File: src/rtl/node_readout.sv
// Node readout sequencer: on START, waits for a forward-pass frame and then sweeps every
// decoder node index. Each node value is strobed, captured, and handed over a valid/ready port.
module node_readout #(
  parameter int N_NODES = 38,
  parameter int DW      = 16
) (
  input  logic          CLK,
  input  logic          RESET_N,
  input  logic          START,
  input  logic          FP_FRAME,
  input  logic [DW-1:0] NodeOutputExp_data,
  output logic          NodeOutputExp_clk,
  output logic [DW-1:0] NodeOutputExp_index,
  output logic [DW-1:0] out_data,
  output logic          out_valid,
  input  logic          out_ready,
  output logic          out_last,
  output logic          busy,
  output logic          overrun,
  output logic [2:0]    dbg_state
);

  // Output handshake: a word transfers on any rising CLK edge where out_valid and out_ready
  // are both high. Once out_valid is raised, out_data and out_last hold until that transfer.
  typedef enum logic [2:0] {
    S_IDLE    = 3'd0,
    S_ARM     = 3'd1,
    S_SETIDX  = 3'd2,
    S_STROBE  = 3'd3,
    S_CAPTURE = 3'd4,
    S_HOLD    = 3'd5
  } state_t;

  localparam logic [DW-1:0] LAST_IDX = DW'(N_NODES - 1);

  state_t        state_q;
  logic [DW-1:0] idx_q;
  logic [DW-1:0] idx_d;
  logic          nclk_q;
  logic [DW-1:0] data_q;
  logic          valid_q;
  logic          last_q;
  logic          overrun_q;
  logic          at_last;
  logic          xfer;

  assign at_last = (idx_q == LAST_IDX);
  assign xfer    = valid_q && out_ready;

  // Next index wraps to zero after the final node, so no index >= N_NODES is ever driven.
  always_comb begin
    idx_d = idx_q;
    if (at_last) begin
      idx_d = '0;
    end else begin
      idx_d = idx_q + DW'(1);
    end
  end

  always_ff @(posedge CLK or negedge RESET_N) begin
    if (!RESET_N) begin
      state_q   <= S_IDLE;
      idx_q     <= '0;
      nclk_q    <= 1'b0;
      data_q    <= '0;
      valid_q   <= 1'b0;
      last_q    <= 1'b0;
      overrun_q <= 1'b0;
    end else begin
      case (state_q)
        S_IDLE: begin
          // A frame pulse that coincides with START is not taken as the arming frame.
          if (START) begin
            state_q   <= S_ARM;
            overrun_q <= 1'b0;
          end
        end
        S_ARM: begin
          if (FP_FRAME) begin
            state_q <= S_SETIDX;
            idx_q   <= '0;
          end
        end
        S_SETIDX: begin
          if (FP_FRAME) overrun_q <= 1'b1;
          nclk_q  <= 1'b1;
          state_q <= S_STROBE;
        end
        S_STROBE: begin
          if (FP_FRAME) overrun_q <= 1'b1;
          nclk_q  <= 1'b0;
          data_q  <= NodeOutputExp_data;
          valid_q <= 1'b1;
          last_q  <= at_last;
          state_q <= S_CAPTURE;
        end
        S_CAPTURE, S_HOLD: begin
          if (FP_FRAME) overrun_q <= 1'b1;
          if (xfer) begin
            valid_q <= 1'b0;
            last_q  <= 1'b0;
            idx_q   <= idx_d;
            state_q <= at_last ? S_IDLE : S_SETIDX;
          end else begin
            state_q <= S_HOLD;
          end
        end
        default: begin
          state_q <= S_IDLE;
          idx_q   <= '0;
          nclk_q  <= 1'b0;
          valid_q <= 1'b0;
          last_q  <= 1'b0;
        end
      endcase
    end
  end

  assign NodeOutputExp_clk   = nclk_q;
  assign NodeOutputExp_index = idx_q;
  assign out_data            = data_q;
  assign out_valid           = valid_q;
  assign out_last            = last_q;
  assign busy                = (state_q != S_IDLE);
  assign overrun             = overrun_q;
  assign dbg_state           = state_q;

`ifndef SYNTHESIS
  a_strobe_one_cycle: assert property (@(posedge CLK) disable iff (!RESET_N)
    nclk_q |=> !nclk_q);
  a_index_in_range: assert property (@(posedge CLK) disable iff (!RESET_N)
    idx_q < LAST_IDX + DW'(1));
  a_hold_stable: assert property (@(posedge CLK) disable iff (!RESET_N)
    (valid_q && !out_ready) |=> (valid_q && $stable(data_q) && $stable(last_q)));
`endif

endmodule

File: config.mk
export PLATFORM = sky130hd
export DESIGN_NAME = node_readout
export DESIGN_NICKNAME = d
export VERILOG_FILES = /design/src/rtl/node_readout.sv
export SDC_FILE = /design/constraint.sdc
export NUM_CORES = 1
export LEC_CHECK = 0
export ABC_AREA = 1
export BUFFER_PORTS_ARGS = -buffer_cell sky130_fd_sc_hd__buf_2
export CORE_ASPECT_RATIO = 0.6
export CORE_MARGIN = 8
export CORE_UTILIZATION = 40
export CTS_CLUSTER_DIAMETER = 150
export DETAILED_ROUTE_END_ITERATION = 10
export GPL_TIMING_DRIVEN = 0
export HOLD_SLACK_MARGIN = 0.02
export PLACE_DENSITY = 0.66
export SKIP_LAST_GASP = 1
export SYNTH_ARGS = -nofsm -noshare
export SYNTH_HDL_FRONTEND = slang
export SYNTH_SLANG_ARGS = --single-unit
File: constraint.sdc
create_clock -name CLK -period 1.55 [get_ports CLK]
set_clock_uncertainty 0.05 [all_clocks]
set_input_delay 0 -clock CLK [delete_from_list [all_inputs] [get_ports CLK]]
set_output_delay 0 -clock CLK [all_outputs]
set_load 0.03 [all_outputs]
-- Yosys cells after proc, flatten, opt, wreduce, memory -nomap -nowiden
Index checks and enable logic that the tools add are counted.
- bits in registers: 39
- output and inout bits: 40
- word-level logic and storage cells: 49
- $add $sub $neg: 1
- equality and inequality tests: 10
- multiplexer cells: 16
- bitwise gates (word level): 2
- reduce and logical (&&, ||, !) cells: 13
- operator list (kind ; count):
    2-to-1 mux 16 bit ; 3
    one-hot mux 16 bit (3 select lines) ; 1
    adder 16 x 1 -> 16 bit (second input constant) ; 1
    equality test 16 x 6 -> 1 bit (second input constant) ; 1
    one-hot mux 3 bit (5 select lines) ; 1
    2-to-1 mux 3 bit ; 3
    OR reduction 4 bit ; 2
    equality test 3 x 2 -> 1 bit (second input constant) ; 2
    equality test 3 bit (second input constant) ; 2
    != test 2 bit (second input constant) ; 3
    one-hot mux 1 bit (3 select lines) ; 2
    AND reduction 3 bit ; 2
    OR reduction 3 bit ; 2
    one-hot mux 1 bit (2 select lines) ; 2
    AND reduction 2 bit ; 2
    equality test 3 x 1 -> 1 bit (second input constant) ; 1
    logical NOT 3 bit ; 1
    2-to-1 mux 1 bit ; 3
    nonzero test 3 bit ; 1
    2-to-1 mux 2 bit ; 1
    != test 2 x 1 -> 1 bit (second input constant) ; 1
    NOT 1 bit ; 2
    nonzero test 2 bit ; 1
    OR reduction 2 bit ; 1
    logical AND 1 bit ; 1

-- Logic depth before layout (Yosys ltp)
Gate-level depths: netlist of run 1.
- depth in word-level cells: 4
- depth in mapped cells: 12
- mapped depth without buffers: 11

-- Worst setup path after synthesis of run 1
No wires, ideal clock.
- path kind: reg-to-reg
- start: reg state_q[1], in the netlist dbg_state[1]
- end: reg idx_q[5], in the netlist NodeOutputExp_index[5]
- library setup time: 117 ps
- arrival: 1684 ps
- data required time: 1383 ps
- setup slack: -301 ps
- stages on the path, launching flop included: 10
- cell sequence: dfrtp_1 -> inv_2 -> ha_1 -> clkbuf_1 -> nand2_2 -> nand3_2 -> buf_6 -> buf_6 -> nand2_1 -> nand2_1
- longest elaborated chain between the ends: 4
- ends and longest elaborated chain (item ; RTL line ; text):
    start: declaration ; 36 ; state_t state_q;
    start signal: assignment ; 103 ; state_q <= at_last ? S_IDLE : S_SETIDX;
    equality test 3 bit, or another cell as far along ; 70 ; case (state_q)
    OR reduction 2 bit / OR reduction 3 bit (equally long branches) ; -- ;
    != test 2 bit (no line) / NOT 1 bit (equally long branches) ; -- ;
    AND reduction 3 bit (no line) ; -- ;
    end signal: assignment ; 102 ; idx_q <= idx_d;
    end: declaration ; 37 ; logic [DW-1:0] idx_q;
Parallel ways exist; a longest one is shown, timed or not.
A chain may end at the register's enable or synchronous reset.

-- Worst setup path in the final report of run 1
- start: reg idx_q[0], in the netlist NodeOutputExp_index[0]
- end: reg idx_q[14], in the netlist NodeOutputExp_index[14]
- longest elaborated chain between the ends: 4
- ends and longest elaborated chain (item ; RTL line ; text):
    adder 16 x 1 -> 16 bit / equality test 16 x 6 -> 1 bit (equally long branches) ; 56, 47 ;
    2-to-1 mux 16 bit * ; 53 ; if (at_last) begin
    2-to-1 mux 16 bit * ; 99 ; if (xfer) begin
    one-hot mux 16 bit (3 select lines) * ; 70 ;
Every way passes the cells marked *; elsewhere a longest branch is shown, timed or not. The select of a mux whose other input is x is not followed.

==> results of run 1 <==
## cells by family after synthesis
logic type / after synthesis / share of synthesized area [%]
xor+xnor: 5 / 2.04
simple gates: 194 / 37.7
fa+ha+maj: 6 / 3.50
buf+inv: 35 / 7.34
flops: 39 / 45.5
compound gates: 15 / 3.96
## cell type report
| type | count | share of cell area, % |
|---|---|---|
| buffer | 6 | 1.60 |
| clock buffer | 6 | 2.71 |
| clock inverter | 2 | 0.534 |
| inverter | 28 | 3.70 |
| multi-input combinational | 220 | 36.5 |
| sequential | 39 | 32.3 |
| tap | 66 | 2.71 |
| timing repair buffer | 93 | 19.9 |
## worst max-delay path: cells and delay by family, from the launching register on
family        cells  cell delay (ns)
fa+ha+maj         1             0.23
flops             1             0.43
simple gates      7             0.71
## per-stage QoR
step                      instance area (sq um)  cells  worst slack (ns)
final                                      3040    460            0.0202
after global routing                       3040    460           -0.0578
after CTS                                  2960    456          -0.00550
after detailed placement                   2560    420           -0.0807
after global placement                     2560    420           -0.0343
after floorplan                            2180    294           -0.0193
## registers in the layout, summed over array words and instances (netlist names)
name	cells
overrun	1
dbg_state	3
NodeOutputExp_index	16
NodeOutputExp_clk	1
out_last	1
out_data	16
out_valid	1
## worst max-delay path by stage
stage                           start  slack (ns)                      end  depth (start not counted)
2_1_floorplan            dbg_state[1]       -0.02   NodeOutputExp_index[5]                          9
3_3_place_gp   NodeOutputExp_index[0]       -0.03  NodeOutputExp_index[15]                         11
3_5_place_dp   NodeOutputExp_index[0]       -0.08   NodeOutputExp_index[5]                         11
4_1_cts        NodeOutputExp_index[1]      -0.005   NodeOutputExp_index[5]                         12
5_1_grt        NodeOutputExp_index[0]       -0.06  NodeOutputExp_index[15]                          8
6_report       NodeOutputExp_index[0]        0.02  NodeOutputExp_index[14]                          8
## layer usage
| metal | vias to the layer above | share of wire (%) |
|---|---|---|
| met5 | - | 0 |
| met4 | 0 | 0.70 |
| met2 | 63 | 43 |
| met3 | 6 | 8.1 |
| li1 | 1111 | - |
| met1 | 980 | 48 |
## power by group
group	total, uW	switching [uW]	internal, uW	leakage, uW
logic	2340	1540	805	0.00108
registers	1500	195	1300	0.000498
clock network	756	392	364	0.0000474
## layout by cell type, fill, tap and decap left out, types with 4 or more instances in the layout
| cell | count |
|---|---|
| o21ai_0 | 6 |
| inv_1 | 21 |
| nand2_1 | 129 |
| clkbuf_8 | 6 |
| nor2_2 | 4 |
| nand4_1 | 8 |
| buf_4 | 10 |
| nor2_1 | 23 |
| buf_2 | 64 |
| nand2_2 | 8 |
| dfrtp_2 | 7 |
| nand3_1 | 14 |
| dfrtp_1 | 32 |
| dlygate4sd3_1 | 19 |
| buf_6 | 6 |
| inv_2 | 5 |
## what timing repair did
item | in CTS | in global routing
hold endpoints to repair | 56 | 0
gates resized for setup | 10 | 23
gates cloned | 2 | 0
pin swaps | 5 | 11
setup endpoints to repair | 10 | 26
buffers inserted | 7 | 5
hold buffers | 19 | 0
==> flow_metrics.tcl, run 1 <==
set metrics [dict create \
    worst_hold_path_stage_count 4 \
    synth.area.top_cells "dfrtp_1 45%, nand2_1 24%, nor2_1 4.7%" \
    setup_repair_after_global_routing_missed_its_margin "yes" \
    final.min_clock_period_ns 1.53 \
    yosys_warnings 0 \
    path_max_fanout 4 \
    area_of_the_die_sq_um 8050 \
    global_route.peak_usage_layer "met2" \
    finalSetupViolCount 0 \
    synthCells 294 \
    gpl.final_weighted_congestion 0.821 \
    worst_ir_drop_on_vdd_mv 0.968 \
    postSynthAreaPerCell_sq_um 7.30 \
    crit_path_frequent_cell "nand2_1" \
    worstPathArrival_ns 1.68 \
    yosys.cell_count.top_type "nand2_1" \
    worst_path_cell_trace "ha_2 > nand3_1 > nor2_1 > nand3_1 > nand2_1 > nand2_1 > nand2_1 > nand2_1" \
    drt-pass1-iter-count 4 \
    routed-via-count 2160 \
    fmax_mhz 654 \
    drive_above_1_share_pct 31.5 \
    number_of_fillers_in_the_final_layout 476 \
    detailed_place_hpwl_um 4100 \
    synthesis.area_sq_um 2150 \
    grt_max_degree 40 \
    critPathCaptureType "register" \
    utilization_pct 59.3 \
    r2r_setup_slack_ns 0.02 \
    worstHoldEndpoint "dbg_state[2]" \
    postSynthRegisterBits 39 \
    io_pins 61 \
    final_routed_wirelength_um 6030 \
    worst-r2r-cell-count 8 \
    worst_hold_path_startpoint "out_ready" \
    worst_pin_slew_ns 0.897 \
    die_h_um 72.8 \
    clock_sink_count 39 \
    diodes 0 \
    met2_usage_pct 22.7 \
    setup_tns_ns 0 \
    netlist.top_cell.by_area "dfrtp_1" \
    maxCapViolations 0 \
    report.final.slew_viol_count 0 \
    grt_pass1_wl_um 10000 \
    fraction_of_synthesized_cell_area_taken_by_the_top_area_cell_type_pct 45.5 \
    tritoncts "built" \
    proportion_of_synthesized_chip_area_in_sequential_cells_pct 45.5 \
    starting_density_pct 41.9 \
    clkTransAtPathRegs_ns 0.09 \
    dominantRegCellSynth "dfrtp_1" \
    port_buffers 60 \
    synth_enable_flop_cells 0 \
    leakage_uw 0.00163 \
    h-tree-depth 2 \
    flow.area_growth_from_synthesis_pct 41.8 \
    floorplan.die.width_um 111 \
    floorplan.core_area_sq_um 5130 \
    cellPowerDensity_nw_per_um2 1510 \
    clockRootBuffer "clkbuf_8" \
    status "complete, no violations" \
    postSynthNetCount 321 \
    grtUsageMet3_pct 6.32 \
    routed_via_density 4.70 \
    post-route-drc-count 0 \
    synth_common_cells "136 x nand2_1, 39 x dfrtp_1, 27 x nor2_1" \
    fin_total_pwr_uw 4600 \
    async_reset_ff_share_pct 100 \
    cp_slowest_cell "dfrtp_2" \
    critPathLaunchType "register" \
    iteration_0_drc_markers 112 \
    drt.antenna.violating_nets 0 \
    cpPeakStageDelay_ns 0.43 \
    grt.met1_usage_pct 20.0 \
    final_hold_viol_count 0 \
    wl_per_cell_um 13.1 \
    numCtsBuffers 5 \
    number_of_antenna_violations_at_the_first_check_in_global_routing 0 \
    cts.path.max_buffers 2 \
    area.sequential_sq_um 985 \
    hp-class "in -> reg" \
    clk-insertion-delay-late_ns 0.30 \
    via_count_of_the_first_global_routing_pass 2091 \
    reg2reg_from "NodeOutputExp_index[0]" \
    multi_input_combinational_cell_area_sq_um 1110 \
    yosysUniqueCellTypes 26 \
    slew_headroom_pct 40.2 \
    fin_worst_hold_slack_ns 0.0723 \
    grt_util_all_layers_pct 15.3 \
    finalNetCount 420 \
    critical_path.reg2reg.endpoint "NodeOutputExp_index[14]" \
    worst-setup-path-type "reg -> reg" \
    grt-ovfl-total 0 \
    critical_path_required_ns 1.70 \
    fp-row-count 20 \
    period_share_pct 98.7 \
]
Power figures use the tool's default switching activity.
==> run 2, diff against run 1 <==
--- a/config.mk
+++ b/config.mk
@@ -9,12 +9,12 @@
 export BUFFER_PORTS_ARGS = -buffer_cell sky130_fd_sc_hd__buf_2
 export CORE_ASPECT_RATIO = 0.6
 export CORE_MARGIN = 8
-export CORE_UTILIZATION = 40
+export CORE_UTILIZATION = 47
 export CTS_CLUSTER_DIAMETER = 150
 export DETAILED_ROUTE_END_ITERATION = 10
 export GPL_TIMING_DRIVEN = 0
 export HOLD_SLACK_MARGIN = 0.02
-export PLACE_DENSITY = 0.66
+export PLACE_DENSITY = 0.76
 export SKIP_LAST_GASP = 1
 export SYNTH_ARGS = -nofsm -noshare
 export SYNTH_HDL_FRONTEND = slang
==> run 2 against run 1 <==
  * The run now ends with setup timing left
  * Utilization is 7.3 points higher
  * Count of clock-buffer cells in the layout is the same
  * Largest power group unchanged
  * Worst hold slack better by 0.017 ns
  * Critical path type unchanged
  * Non-clock buffer count decreased by 2
  * Clock power is 8.1% lower
==> flow_metrics.tcl, run 2 (synthesis results as in run 1) <==
set metrics [dict create \
    status "complete, but fails checks" \
    failed_checks "setup timing" \
    numCtsBuffers 5 \
    final_routed_wirelength_um 6410 \
    cts.path.max_buffers 2 \
    number_of_antenna_violations_at_the_first_check_in_global_routing 0 \
    h-tree-depth 2 \
    io_pins 61 \
    detailed_place_hpwl_um 4060 \
    worst_ir_drop_on_vdd_mv 0.961 \
    wl_per_cell_um 14.1 \
    grt_pass1_wl_um 10100 \
    seqPwrFrac_pct 33.2 \
    report.final.slew_viol_count 0 \
    dpl_cell_area_sq_um 2560 \
    dp_worst_setup_slack_ns -0.0486 \
    finalSetupViolCount 5 \
    post-route-drc-count 0 \
    final_hold_viol_count 0 \
    fin_ws_ns -0.0296 \
    slew_headroom_pct 42.5 \
    r2r_setup_slack_ns -0.03 \
    routed_via_density 5.03 \
    setup_tns_ns -0.0656 \
    mostFrequentLayoutCell "nand2_1" \
    worstPathArrival_ns 1.71 \
    maxCapViolations 0 \
    setup_repair_after_global_routing_missed_its_margin "yes" \
    routed-via-count 2287 \
    worst_pin_slew_ns 0.862 \
    finish.cell_count_without_fillers 455 \
    power.switching_uw 2130 \
    crit_buf_inv 3 \
    finalNetCount 418 \
    drive_above_1_share_pct 30.4 \
    postLayoutCellArea_sq_um 2990 \
    worst_path_cell_trace "inv_2 > ha_4 > inv_2 > nor2_1 > nand2_1 > nor2_1 > nand2_1 > nand2_2 > nor2_4 > buf_4 > nand2_2 > nand2_1" \
    gpl.final_weighted_congestion 0.850 \
    critical_path.top_delay_family "simple AND/OR/NAND/NOR gates" \
    fmax_mhz 633 \
    tritoncts "built" \
    clkTransAtPathRegs_ns 0.09 \
    area_of_the_die_sq_um 7060 \
    fp-row-count 19 \
    starting_density_pct 47.8 \
    hp-class "in -> reg" \
    grt_util_all_layers_pct 18.4 \
    internal_power_uw 2400 \
    critPathLaunchType "register" \
    cpPeakStageDelay_ns 0.43 \
    floorplan.die.width_um 103 \
    diodes 0 \
    period_share_pct 102 \
    crit_path_frequent_cell "nand2_1" \
    via_count_of_the_first_global_routing_pass 2195 \
    clock_power_share_pct 15.3 \
    worst-setup-path-type "reg -> reg" \
    number_of_fillers_in_the_final_layout 373 \
    drt-pass1-iter-count 4 \
    switching_share_pct 47.1 \
    path_max_fanout 3 \
    flow.area_growth_from_synthesis_pct 39.4 \
    cp_slowest_cell "dfrtp_2" \
    clock_sink_count 39 \
    floorplan.core_area_sq_um 4490 \
    drt.antenna.violating_nets 0 \
    cellPowerDensity_nw_per_um2 1510 \
    iteration_0_drc_markers 120 \
    clk-insertion-delay-late_ns 0.29 \
    clockRootBuffer "clkbuf_8" \
    most-common-layout-cells "129 x nand2_1, 62 x buf_2, 32 x dfrtp_1" \
    grt-ovfl-total 0 \
    place_inst 417 \
    final.min_clock_period_ns 1.58 \
    port_buffers 60 \
    p_comb_share_pct 51.4 \
    leakage_uw 0.00161 \
    grt_max_degree 40 \
    critical_path_required_ns 1.68 \
    die_h_um 68.4 \
    critPathCaptureType "register" \
]
[run 2: worst register-to-register path, delay by kind of cell (launching register included)]
kind	cells	cell delay, ns
adders and majority gates	1	0.13
buffers and inverters	3	0.24
DFF	1	0.43
and+or+nand+nor	8	0.61
[run 2: repair_timing]
| action | 4_1_cts | 5_1_grt |
|---|---|---|
| pin swaps | 1 | 8 |
| endpoints found under the setup margin | 10 | 26 |
| hold buffers | 19 | 0 |
| cloned | 0 | 2 |
| resized for setup | 0 | 25 |
| endpoints found under the hold margin | 56 | 0 |
| buffers inserted | 6 | 6 |
[run 2: metal layers]
metal	wire [um]	global-route usage, %	vias to the layer above	part of all wire (%)
li1	-	-	1104	-
met1	2760	22.7	1063	43
met2	2880	29.8	101	45
met3	596	6.90	19	9.3
met4	174	5.19	0	2.7
met5	0	0	-	0
[run 2: worst paths after layout]
check,startpoint,endpoint,cells after the start
max,NodeOutputExp_index[1],NodeOutputExp_index[3],12
max in group asynchronous,RESET_N,NodeOutputExp_index[0],2
min,out_ready,dbg_state[2],4
max reg2reg,NodeOutputExp_index[1],NodeOutputExp_index[3],12
min in group asynchronous,RESET_N,NodeOutputExp_clk,2
min reg2reg,out_data[8],out_data[8],2
[run 2: metrics by stage]
stage	hold slack (ns)	util (%)	power (uW)
finish	0.0890	66.6	4530
global route	0.108	66.6	4830
CTS	0.0293	64.1	4340
detailed placement	0.118	57.0	3570
global placement	0.111	57.0	3520
floorplan	-0.346	-	2970
[run 2: final cells by class]
type | count | area, sq um | area share [%]
buffer | 4 | 38.8 | 1.30
clock buffer | 6 | 72.6 | 2.42
clock inverter | 2 | 12.5 | 0.418
inverter | 28 | 110 | 3.68
multi-input combinational | 220 | 1100 | 36.7
sequential | 39 | 985 | 32.9
tap | 63 | 78.8 | 2.63
timing repair buffer | 93 | 597 | 19.9
[run 2: power by group through the flow]
stage	combinational (uW)	sequential (uW)	clock [uW]
CTS	2140	1490	709
finish	2330	1510	695
detailed placement	2050	1510	0
floorplan	922	2050	0
global route	2540	1540	749
global placement	2010	1510	0
==> run 3, diff against run 2 <==
--- a/config.mk
+++ b/config.mk
@@ -9,12 +9,13 @@
 export BUFFER_PORTS_ARGS = -buffer_cell sky130_fd_sc_hd__buf_2
 export CORE_ASPECT_RATIO = 0.6
 export CORE_MARGIN = 8
-export CORE_UTILIZATION = 47
+export CORE_UTILIZATION = 49
 export CTS_CLUSTER_DIAMETER = 150
 export DETAILED_ROUTE_END_ITERATION = 10
 export GPL_TIMING_DRIVEN = 0
 export HOLD_SLACK_MARGIN = 0.02
 export PLACE_DENSITY = 0.76
+export RECOVER_POWER = 25
 export SKIP_LAST_GASP = 1
 export SYNTH_ARGS = -nofsm -noshare
 export SYNTH_HDL_FRONTEND = slang
==> constraint.sdc (replaced) <==
create_clock -name CLK -period 1.8 [get_ports CLK]
set_clock_uncertainty 0.05 [all_clocks]
set_input_delay 0 -clock CLK [delete_from_list [all_inputs] [get_ports CLK]]
set_output_delay 0 -clock CLK [all_outputs]
set_load 0.03 [all_outputs]
==> run 3 against run 2 <==
  * The flow now finishes without violations
  * Power down 21%
  * First-iteration DRC count down 14%
  * Cell area down 7.6%
==> flow_metrics.tcl, run 3 (synthesis results as in run 1) <==
set metrics [dict create \
    status "complete, no violations" \
    finalNetCount 406 \
    clk-insertion-delay-late_ns 0.29 \
    gpl.final_weighted_congestion 0.846 \
    r2r_setup_slack_ns 0.1 \
    via_count_of_the_first_global_routing_pass 1906 \
    h-tree-depth 2 \
    cts.path.max_buffers 2 \
    internal_power_uw 1870 \
    worstPathArrival_ns 1.88 \
    worst_ir_drop_on_vdd_mv 0.881 \
    most-common-layout-cells "136 x nand2_1, 38 x dfrtp_1, 34 x buf_2" \
    final.min_clock_period_ns 1.70 \
    cp_slowest_cell "dfrtp_2" \
    drt.antenna.violating_nets 0 \
    worst-r2r-cell-count 8 \
    routed_via_density 4.76 \
    area_of_the_die_sq_um 6830 \
    grt_max_degree 40 \
    clock_sink_count 39 \
    io_pins 61 \
    critical_path.reg2reg.endpoint "NodeOutputExp_index[7]" \
    fp-row-count 18 \
    cpPeakStageDelay_ns 0.46 \
    cellPowerDensity_nw_per_um2 1300 \
    dpl_cell_area_sq_um 2520 \
    mostFrequentLayoutCell "nand2_1" \
    slew_headroom_pct 42.4 \
    seqPwrFrac_pct 36.1 \
    path_max_fanout 10 \
    postLayoutCellArea_sq_um 2770 \
    dp_worst_setup_slack_ns -0.0713 \
    switching_share_pct 47.9 \
    period_share_pct 94.5 \
    reg2reg_from "dbg_state[1]" \
    drt-pass1-iter-count 4 \
    worst_path_cell_trace "inv_2 > ha_2 > nand2_2 > nand3_2 > buf_6 > buf_6 > nand2_1 > nand2_1" \
    grt-ovfl-total 0 \
    number_of_antenna_violations_at_the_first_check_in_global_routing 0 \
    critical_path.top_delay_family "flip-flops" \
    grt_util_all_layers_pct 16.9 \
    worst-setup-path-type "reg -> reg" \
    p_comb_share_pct 47.2 \
    worstHoldEndpoint "dbg_state[2]" \
    hp-class "in -> reg" \
    clock_power_share_pct 16.7 \
    starting_density_pct 51.5 \
    fin_ws_ns 0.0986 \
    finalSetupViolCount 0 \
    number_of_fillers_in_the_final_layout 376 \
    iteration_0_drc_markers 103 \
    post-route-drc-count 0 \
    worst_pin_slew_ns 0.863 \
    power.switching_uw 1720 \
    final_routed_wirelength_um 5510 \
    diodes 0 \
    clkTransAtPathRegs_ns 0.08 \
    worst_hold_path_stage_count 4 \
    critPathCaptureType "register" \
    clockRootBuffer "clkbuf_8" \
    final_hold_viol_count 0 \
    floorplan.core_area_sq_um 4170 \
    setup_repair_after_global_routing_missed_its_margin "no" \
    worst_hold_path_startpoint "out_ready" \
    cts.repair_timing.setup_buffer_count 0 \
    grt_pass1_wl_um 9150 \
    critical_path_required_ns 1.98 \
    port_buffers 60 \
    report.final.slew_viol_count 0 \
    numCtsBuffers 5 \
    utilization_pct 66.4 \
    fin_total_pwr_uw 3590 \
    critPathLaunchType "register" \
    routed-via-count 2094 \
    tritoncts "built" \
    flow.area_growth_from_synthesis_pct 28.8 \
    detailed_place_hpwl_um 3920 \
    place_inst 414 \
    finish.cell_count_without_fillers 440 \
    drive_above_1_share_pct 15.3 \
    wl_per_cell_um 12.5 \
    maxCapViolations 0 \
    leakage_uw 0.00145 \
    crit_buf_inv 3 \
    fmax_mhz 588 \
    die_h_um 67.3 \
    floorplan.die.width_um 101 \
]
==> run 3: cell type report <==
cell class	count	area (sq um)	share of cell area [%]
multi-input combinational	220	1020	36.7
sequential	39	977	35.3
timing repair buffer	79	454	16.4
inverter	28	105	3.80
tap	60	75.1	2.71
clock buffer	5	68.8	2.49
buffer	6	48.8	1.76
clock inverter	3	20.0	0.724
==> run 3: timing repair <==
action | in CTS | in global routing
hold endpoints to repair | 56 | 0
gates resized for setup | 0 | 1
hold buffers | 19 | 0
endpoints found under the setup margin | 10 | 10
pin swaps | 0 | 0
==> run 3: worst min-delay path, delay by kind of cell <==
family / cells / cell delay [ns]
buf+inv: 1 / 0.07
compound gates: 1 / 0.08
simple gates: 2 / 0.17
==> run 3: how the worst max path moves through the flow <==
stage                            start                 endpoint  slack, ns  cells past startpoint
final                     dbg_state[1]   NodeOutputExp_index[7]        0.1                      8
after global placement    dbg_state[1]   NodeOutputExp_index[7]      -0.07                      9
after CTS                 dbg_state[1]   NodeOutputExp_index[7]       0.02                      8
after floorplan           dbg_state[2]   NodeOutputExp_index[5]       0.05                      8
after detailed placement  dbg_state[1]  NodeOutputExp_index[11]      -0.07                      9
after global routing      dbg_state[1]   NodeOutputExp_index[5]      0.005                      8
==> run 3: power groups by stage <==
stage               clock (uW)  combinational, uW  sequential [uW]
floorplan                    0                770             1760
global placement             0               1700             1300
detailed placement           0               1730             1300
CTS                        611               1760             1290
global route               654               1880             1330
finish                     599               1690             1300
==> run 3: routing by layer <==
layer | GRT usage (%) | vias to the layer above | share of wire (%)
met5 | 0 | - | 0
met4 | 3.87 | 0 | 0.58
met3 | 5.64 | 4 | 7.7
met2 | 26.9 | 53 | 44
met1 | 22.0 | 957 | 47
li1 | - | 1080 | -
==> run 3: through the flow <==
step / TNS (ns) / hold slack (ns)
floorplan: 0 / -0.346
global placement: -0.632 / 0.116
detailed placement: -0.629 / 0.116
CTS: 0 / 0.0217
global route: 0 / 0.0460
finish: 0 / 0.0244
